### config.mk
export PLATFORM = sky130hd
export DESIGN_NAME = ad_ram_writer_flat
export DESIGN_NICKNAME = d
export VERILOG_FILES = /design/src/rtl/ad_ram_writer_if.sv /design/src/rtl/ad_ram_writer.sv /design/src/flat_wrapper.sv
export SDC_FILE = /design/constraint.sdc
export NUM_CORES = 1
export LEC_CHECK = 0
export ABC_AREA = 1
export BUFFER_PORTS_ARGS = -buffer_cell sky130_fd_sc_hd__buf_2
export CORE_AREA = 10 10 130 132
export CTS_BUF_LIST = sky130_fd_sc_hd__clkbuf_8 sky130_fd_sc_hd__clkbuf_16
export DETAILED_ROUTE_END_ITERATION = 12
export DIE_AREA = 0 0 140 142
export GPL_ROUTABILITY_DRIVEN = 0
export SETUP_SLACK_MARGIN = 0.2
export SLEW_MARGIN = 10
export SYNTH_ARGS = -nofsm -noshare
export SYNTH_HDL_FRONTEND = slang
export SYNTH_SLANG_ARGS = --single-unit
### constraint.sdc
create_clock -name clk -period 2.92 [get_ports clk]
set_input_delay 0.146 -clock clk [delete_from_list [all_inputs] [get_ports clk]]
set_output_delay 0.146 -clock clk [all_outputs]
set_load 0.05 [all_outputs]
### src/rtl/ad_ram_writer_if.sv
`default_nettype none
// ============================================================================
// Module      : ad_ram_writer_if
// Description : FIFO read port and RAM write port bundle used by ad_ram_writer.
// Revision    : 1.0 - initial release
// ============================================================================
interface ad_ram_writer_if #(
    parameter int DATA_W  = 32,
    parameter int ADDR_W  = 20,
    parameter int USEDW_W = 8
) ();
    logic [DATA_W-1:0]  fifo_q;
    logic [USEDW_W-1:0] fifo_rdusedw;
    logic               fifo_full;
    logic               fifo_rdreq;
    logic               ram_wr_en;
    logic [ADDR_W-1:0]  ram_addr;
    logic [DATA_W-1:0]  ram_wdata;
    logic               ram_ready;

    modport master (
        input  fifo_q, fifo_rdusedw, fifo_full, ram_ready,
        output fifo_rdreq, ram_wr_en, ram_addr, ram_wdata
    );

    modport slave (
        output fifo_q, fifo_rdusedw, fifo_full, ram_ready,
        input  fifo_rdreq, ram_wr_en, ram_addr, ram_wdata
    );
endinterface
`default_nettype wire

### src/rtl/ad_ram_writer.sv
`default_nettype none
// ============================================================================
// Module      : ad_ram_writer
// Description : Drains the AD sample FIFO in bursts into sequential RAM words,
//               one-shot or ring-buffer capture, with count/done/overflow status.
// Revision    : 1.0 - initial release
// ============================================================================
module ad_ram_writer #(
    parameter int DATA_W    = 32,
    parameter int ADDR_W    = 20,
    parameter int USEDW_W   = 8,
    parameter int BURST_LEN = 8,
    parameter int DEPTH     = 1024,
    parameter int BASE_ADDR = 0
) (
    input  wire logic              clk,
    input  wire logic              rst_n,
    input  wire logic              start,
    input  wire logic              stop,
    input  wire logic              ring_mode,
    output logic                   busy,
    output logic                   done,
    output logic                   overflow,
    output logic [ADDR_W-1:0]      word_cnt,
    ad_ram_writer_if.master        bus
);

    localparam logic [2:0] c_st_idle  = 3'd0;
    localparam logic [2:0] c_st_wait  = 3'd1;
    localparam logic [2:0] c_st_fetch = 3'd2;
    localparam logic [2:0] c_st_latch = 3'd3;
    localparam logic [2:0] c_st_write = 3'd4;

    localparam logic [ADDR_W-1:0]  c_base  = ADDR_W'(BASE_ADDR);
    localparam logic [ADDR_W-1:0]  c_last  = ADDR_W'(BASE_ADDR + DEPTH - 1);
    localparam logic [ADDR_W-1:0]  c_depth = ADDR_W'(DEPTH);
    localparam logic [USEDW_W-1:0] c_burst = USEDW_W'(BURST_LEN);

    logic [2:0]         r_state;
    logic               r_busy;
    logic               r_done;
    logic               r_overflow;
    logic               r_rdreq;
    logic               r_wr_en;
    logic [ADDR_W-1:0]  r_addr;
    logic [DATA_W-1:0]  r_wdata;
    logic [ADDR_W-1:0]  r_word_cnt;
    logic [USEDW_W-1:0] r_burst_cnt;
    logic               r_ring;
    logic               r_stop_pend;

    logic               w_accept;
    logic               w_stop_any;
    logic               w_last_word;
    logic [ADDR_W-1:0]  w_cnt_inc;
    logic [ADDR_W-1:0]  w_addr_next;
    logic [USEDW_W-1:0] w_burst_inc;

    assign w_accept    = r_wr_en && bus.ram_ready;
    assign w_stop_any  = stop || r_stop_pend;
    assign w_cnt_inc   = (r_word_cnt == '1) ? r_word_cnt : r_word_cnt + 1'b1;
    assign w_last_word = !r_ring && (w_cnt_inc == c_depth);
    assign w_addr_next = (r_ring && (r_addr == c_last)) ? c_base : r_addr + 1'b1;
    assign w_burst_inc = r_burst_cnt + 1'b1;

    always_ff @(posedge clk) begin
        if (!rst_n) begin
            r_state     <= c_st_idle;
            r_busy      <= 1'b0;
            r_done      <= 1'b0;
            r_overflow  <= 1'b0;
            r_rdreq     <= 1'b0;
            r_wr_en     <= 1'b0;
            r_addr      <= c_base;
            r_wdata     <= '0;
            r_word_cnt  <= '0;
            r_burst_cnt <= '0;
            r_ring      <= 1'b0;
            r_stop_pend <= 1'b0;
        end else begin
            if (r_busy && bus.fifo_full)
                r_overflow <= 1'b1;
            // Remember a stop pulse so it takes effect at the next word boundary
            if (r_busy && stop)
                r_stop_pend <= 1'b1;

            case (r_state)
                c_st_idle: begin
                    if (start) begin
                        r_state     <= c_st_wait;
                        r_busy      <= 1'b1;
                        r_addr      <= c_base;
                        r_word_cnt  <= '0;
                        r_burst_cnt <= '0;
                        r_done      <= 1'b0;
                        r_overflow  <= 1'b0;
                        r_ring      <= ring_mode;
                        r_stop_pend <= stop;
                    end
                end
                c_st_wait: begin
                    if (w_stop_any) begin
                        r_state     <= c_st_idle;
                        r_busy      <= 1'b0;
                        r_stop_pend <= 1'b0;
                    end else if (bus.fifo_rdusedw >= c_burst) begin
                        r_state <= c_st_fetch;
                        r_rdreq <= 1'b1;
                    end
                end
                c_st_fetch: begin
                    r_state <= c_st_latch;
                    r_rdreq <= 1'b0;
                end
                c_st_latch: begin
                    r_state <= c_st_write;
                    r_wdata <= bus.fifo_q;
                    r_wr_en <= 1'b1;
                end
                c_st_write: begin
                    if (w_accept) begin
                        r_wr_en     <= 1'b0;
                        r_word_cnt  <= w_cnt_inc;
                        r_addr      <= w_addr_next;
                        r_stop_pend <= 1'b0;
                        if (w_last_word) begin
                            r_done      <= 1'b1;
                            r_state     <= c_st_idle;
                            r_busy      <= 1'b0;
                            r_burst_cnt <= '0;
                        end else if (w_stop_any) begin
                            r_state     <= c_st_idle;
                            r_busy      <= 1'b0;
                            r_burst_cnt <= '0;
                        end else if (w_burst_inc == c_burst) begin
                            r_state     <= c_st_wait;
                            r_burst_cnt <= '0;
                        end else begin
                            r_state     <= c_st_fetch;
                            r_burst_cnt <= w_burst_inc;
                            r_rdreq     <= 1'b1;
                        end
                    end
                end
                default: begin
                    r_state <= c_st_idle;
                    r_busy  <= 1'b0;
                    r_rdreq <= 1'b0;
                    r_wr_en <= 1'b0;
                end
            endcase
        end
    end

    assign bus.fifo_rdreq = r_rdreq;
    assign bus.ram_wr_en  = r_wr_en;
    assign bus.ram_addr   = r_addr;
    assign bus.ram_wdata  = r_wdata;
    assign busy           = r_busy;
    assign done           = r_done;
    assign overflow       = r_overflow;
    assign word_cnt       = r_word_cnt;

endmodule
`default_nettype wire

### src/flat_wrapper.sv
// flat-port wrapper written by rule: the top's interface ports become plain ports
module ad_ram_writer_flat 
#(
    parameter int DATA_W    = 32,
    parameter int ADDR_W    = 20,
    parameter int USEDW_W   = 8,
    parameter int BURST_LEN = 8,
    parameter int DEPTH     = 1024,
    parameter int BASE_ADDR = 0
)
  (clk, rst_n, start, stop, ring_mode, busy, done, overflow, word_cnt, bus_fifo_q, bus_fifo_rdusedw, bus_fifo_full, bus_ram_ready, bus_fifo_rdreq, bus_ram_wr_en, bus_ram_addr, bus_ram_wdata);
  ad_ram_writer_if #(.DATA_W(DATA_W), .ADDR_W(ADDR_W), .USEDW_W(USEDW_W)) bus_i ();
  input  wire logic clk;
  input  wire logic rst_n;
  input  wire logic start;
  input  wire logic stop;
  input  wire logic ring_mode;
  output logic busy;
  output logic done;
  output logic overflow;
  output logic [ADDR_W-1:0] word_cnt;
  input wire logic [$bits(bus_i.fifo_q)-1:0] bus_fifo_q;
  input wire logic [$bits(bus_i.fifo_rdusedw)-1:0] bus_fifo_rdusedw;
  input wire logic [$bits(bus_i.fifo_full)-1:0] bus_fifo_full;
  input wire logic [$bits(bus_i.ram_ready)-1:0] bus_ram_ready;
  output wire logic [$bits(bus_i.fifo_rdreq)-1:0] bus_fifo_rdreq;
  output wire logic [$bits(bus_i.ram_wr_en)-1:0] bus_ram_wr_en;
  output wire logic [$bits(bus_i.ram_addr)-1:0] bus_ram_addr;
  output wire logic [$bits(bus_i.ram_wdata)-1:0] bus_ram_wdata;
  assign bus_i.fifo_q = bus_fifo_q;
  assign bus_i.fifo_rdusedw = bus_fifo_rdusedw;
  assign bus_i.fifo_full = bus_fifo_full;
  assign bus_i.ram_ready = bus_ram_ready;
  assign bus_fifo_rdreq = bus_i.fifo_rdreq;
  assign bus_ram_wr_en = bus_i.ram_wr_en;
  assign bus_ram_addr = bus_i.ram_addr;
  assign bus_ram_wdata = bus_i.ram_wdata;
  ad_ram_writer #(.DATA_W(DATA_W), .ADDR_W(ADDR_W), .USEDW_W(USEDW_W), .BURST_LEN(BURST_LEN), .DEPTH(DEPTH), .BASE_ADDR(BASE_ADDR)) u_core (.clk(clk), .rst_n(rst_n), .start(start), .stop(stop), .ring_mode(ring_mode), .busy(busy), .done(done), .overflow(overflow), .word_cnt(word_cnt), .bus(bus_i));
endmodule
==> results.py <==
metrics = {
    "yosys": {
        "synth_ff_type": "dfxtp_1",
        "ys_seq_area_frac": 0.3989,
        "muxShareOfSynthArea": 0,
        "synth_edf_count": 0,
        "synth_area_leaders": "dfxtp_1, nand2_1, nor2_1, a21oi_1, o21ai_0",
        "yosysWarnings": 0,
        "synth-seq-cells": 90,
        "netlist_area_um2": 4517,
        "syn_inst": 673,
        "synth_top_area_frac": 0.3989,
        "synth_fa_ha_area_frac": 0.008310,
        "ys_types": 37,
        "synthSimpleGateAreaFrac": 0.3524,
        "syn-num-nets": 723,
        "synth_compound_area_frac": 0.1404,
        "synth_area_per_cell_um2": 6.711,
        "synthXorXnorAreaFrac": 0.02327,
        "synth_top_area_cell": "dfxtp_1",
        "synth_top_family_by_area": "simple AND/OR/NAND/NOR gates",
        "async_reset_ff_frac": 0,
    },
    "critical_path": {
        "path_class": "flip-flop to flip-flop",
        "cp.arrival_ns": 2.71,
        "reg2reg_from": "u_core.word_cnt[0]",
        "reg2reg_depth": 15,
        "max_stage_delay_ns": 0.40,
        "crit_family": "simple AND/OR/NAND/NOR gates",
        "critPathMostFrequentCell": "nand2_1",
        "cp_slowest_cell": "dfxtp_2",
        "endpoint_kind": "flip-flop",
        "crit_path_cell_trace": "ha_2, nand2_2, nor2_4, nand2_2, inv_2, nand3_4, nand2_1, nor2_1, nand2_1, nor2_1, nand3_2, nand2_4, nor3_4, nand2_1, a21oi_1",
        "timing.rr.end": "u_core.r_burst_cnt[1]",
        "crit_required_ns": 3.20,
        "cp_max_fo": 15,
        "reg2reg_slack_ns": 0.49,
        "path_buf_inv": 1,
        "critPathLaunchType": "flip-flop",
    },
    "die": {
        "core_area_um2": 14310,
        "die_area_um2": 19880,
        "start_util": 0.3156,
        "num_io_pins": 124,
        "rows": 44,
        "dieWidth_um": 140,
        "die_h_um": 142,
    },
    "worst_hold_path": {
        "holdPathStages": 3,
        "hp-class": "primary input to flip-flop",
        "worstHoldEndpoint": "u_core.bus.ram_wdata[8]",
        "hold_start": "bus_fifo_q[8]",
    },
    "clock_network": {
        "root_buffer": "clkbuf_16",
        "clk_pin_slew_ns": 0.07,
        "cts_max_path_buffers": 2,
        "h-tree-depth": 3,
        "cts_sinks": 90,
        "clk-insertion-delay-late_ns": 0.35,
        "postCtsHoldBufs": 0,
        "cts_buffers": 9,
        "tritoncts": "done",
    },
    "detailed_routing": {
        "drt_wl_total_um": 13580,
        "ant_nets": 0,
        "routedWlPerCell_um": 13.83,
        "via_count": 4634,
        "route.detailed.drc": 0,
        "drt-pass1-iter-count": 4,
        "drt_iter0_markers": 285,
        "viasPerCell": 4.719,
    },
    "timing": {
        "slew-limit-headroom": 0.4423,
        "rsz0062_at_grt": "false",
        "tightest_slew_ns": 0.8357,
        "fin_tns_setup_ns": 0,
        "finClkSkew_ns": 0.004971,
        "fmaxAchievable_mhz": 411.8,
        "setup_violations": 0,
        "period_minus_slack_ns": 2.428,
        "slew_violations": 0,
        "hold_viol": 0,
        "post-route-period-util": 0.8316,
    },
    "global_routing": {
        "grt_pass1_wl_um": 22240,
        "grt_max_degree": 40,
        "antenna_found_initial": 0,
        "track_usage": 0.1341,
        "first_global_vias": 4518,
        "globalRouteOverflowTotal": 0,
    },
    "power_and_ir_drop": {
        "sw_frac_of_total": 0.2509,
        "combPwrFrac": 0.086,
        "clkPwrFrac": 0.457,
        "p_int_mw": 2.065,
        "vdd_drop_max_mv": 0.3162,
        "p_leak_nw": 2.682,
        "p_sw_mw": 0.6917,
        "p_per_area_nw_per_um2": 486.2,
        "seqPwrFrac": 0.456,
    },
    "final_layout": {
        "diodes": 0,
        "layout.nets": 843,
        "syn_to_final_growth_pct": 25.54,
        "n_fill_cell": 1531,
        "final_common_cell": "nand2_1",
        "final_cell_mix": "nand2_1, buf_2, nor2_1",
        "drive_gt1_frac": 0.2306,
        "fin_util": 0.3962,
    },
    "run": {
        "cap_violations": 0,
    },
    "place": {
        "port_buffers": 120,
        "hpwl_um": 9806,
    },
    "run_status": {
        "status": "complete, no violations",
    },
}
==> per-layer routing <==
layer / share of wire / vias up / GRT usage
li1: - / 2415 / -
met1: 0.46 / 2074 / 0.1631
met2: 0.44 / 134 / 0.2091
met3: 0.088 / 11 / 0.06442
met4: 0.012 / 0 / 0.03207
met5: 0 / - / 0
==> registers in the layout (all words and copies together), names as in the netlist, 3 cells and up <==
register,cells
u_core.bus.ram_wdata,32
u_core.bus.ram_addr,20
u_core.word_cnt,20
u_core.r_burst_cnt,8
u_core.r_state,3
==> final cells by class <==
cell class	instances	area, um2	area share
multi-input cells	494	2387	0.4210
clock inverters	7	93.84	0.01655
clock buffers	9	225.2	0.03972
inverters	69	261.5	0.04612
repair buffers	129	668.1	0.1178
flip-flops and latches	90	1804	0.3182
well taps	184	230.2	0.04060
==> cells in the mapped netlist (5+ instances only) <==
master / n
a21oi_1: 53
nand3_1: 29
nand4_1: 9
dfxtp_1: 90
o21ai_1: 5
xnor2_1: 5
inv_1: 61
nor2_1: 121
o21ai_0: 53
nand3_2: 5
clkbuf_1: 18
xor2_1: 7
nor3_1: 9
nor2_2: 7
nand2_1: 150
nor4_1: 6
inv_2: 7
==> worst max-delay path by stage <==
| stage | depth (start not counted) | endpoint | start | slack (ns) |
|---|---|---|---|---|
| after floorplan | 14 | u_core.r_state[0] | u_core.word_cnt[0] | 0.47 |
| after global placement | 13 | u_core.bus.ram_addr[15] | u_core.r_state[0] | 0.26 |
| after detailed placement | 13 | u_core.bus.ram_addr[8] | u_core.r_state[0] | 0.17 |
| after CTS | 12 | u_core.bus.ram_addr[19] | u_core.r_state[0] | 0.38 |
| after global routing | 15 | u_core.r_burst_cnt[5] | u_core.word_cnt[0] | 0.25 |
| final | 15 | u_core.r_burst_cnt[1] | u_core.word_cnt[0] | 0.49 |
==> power groups by stage <==
| stage | combinational (mW) | clock, mW | sequential, mW |
|---|---|---|---|
| floorplan | 0.111 | 0 | 1.33 |
| global placement | 0.235 | 0 | 1.29 |
| detailed placement | 0.235 | 0 | 1.29 |
| CTS | 0.241 | 1.29 | 1.26 |
| global route | 0.265 | 1.34 | 1.26 |
| finish | 0.238 | 1.26 | 1.26 |
==> cell families (layout without fill, tap and decap cells) <==
family                   after synthesis  in the layout
AO/OA/AOI/OAI                        122            122
XOR/XNOR                              12             12
AND/OR/NAND/NOR                      356            357
adder cells (fa/ha/maj)                3              3
buffers and inverters                 90            214
flip-flops                            90             90
==> stage by stage <==
step	hold slack, ns	total power [mW]	area, um2	cells	setup WS, ns
after floorplan	0.2737	1.441	4517	673	0.4700
after global placement	0.3680	1.520	5315	963	0.2572
after detailed placement	0.3749	1.521	5315	963	0.1699
after CTS	0.002486	2.792	5640	980	0.3800
after global routing	0.01016	2.865	5670	982	0.2487
final	0.01359	2.757	5670	982	0.4916
==> worst register-to-register path, delay by kind of cell (launching register included) <==
kind | cells | cell delay [ns]
adder cells (fa/ha/maj) | 1 | 0.24
AO/OA/AOI/OAI | 1 | 0.13
buffers and inverters | 1 | 0.08
AND/OR/NAND/NOR | 12 | 1.54
flip-flops | 1 | 0.40
==> timing repair <==
| item | in CTS | in global routing |
|---|---|---|
| gates cloned | 1 | 0 |
| setup buffers | 0 | 2 |
| pin swaps | 1 | 2 |
| endpoints found under the setup margin | 2 | 16 |
| gates resized for setup | 0 | 8 |
No activity file was read; power rests on OpenSTA's default activity.
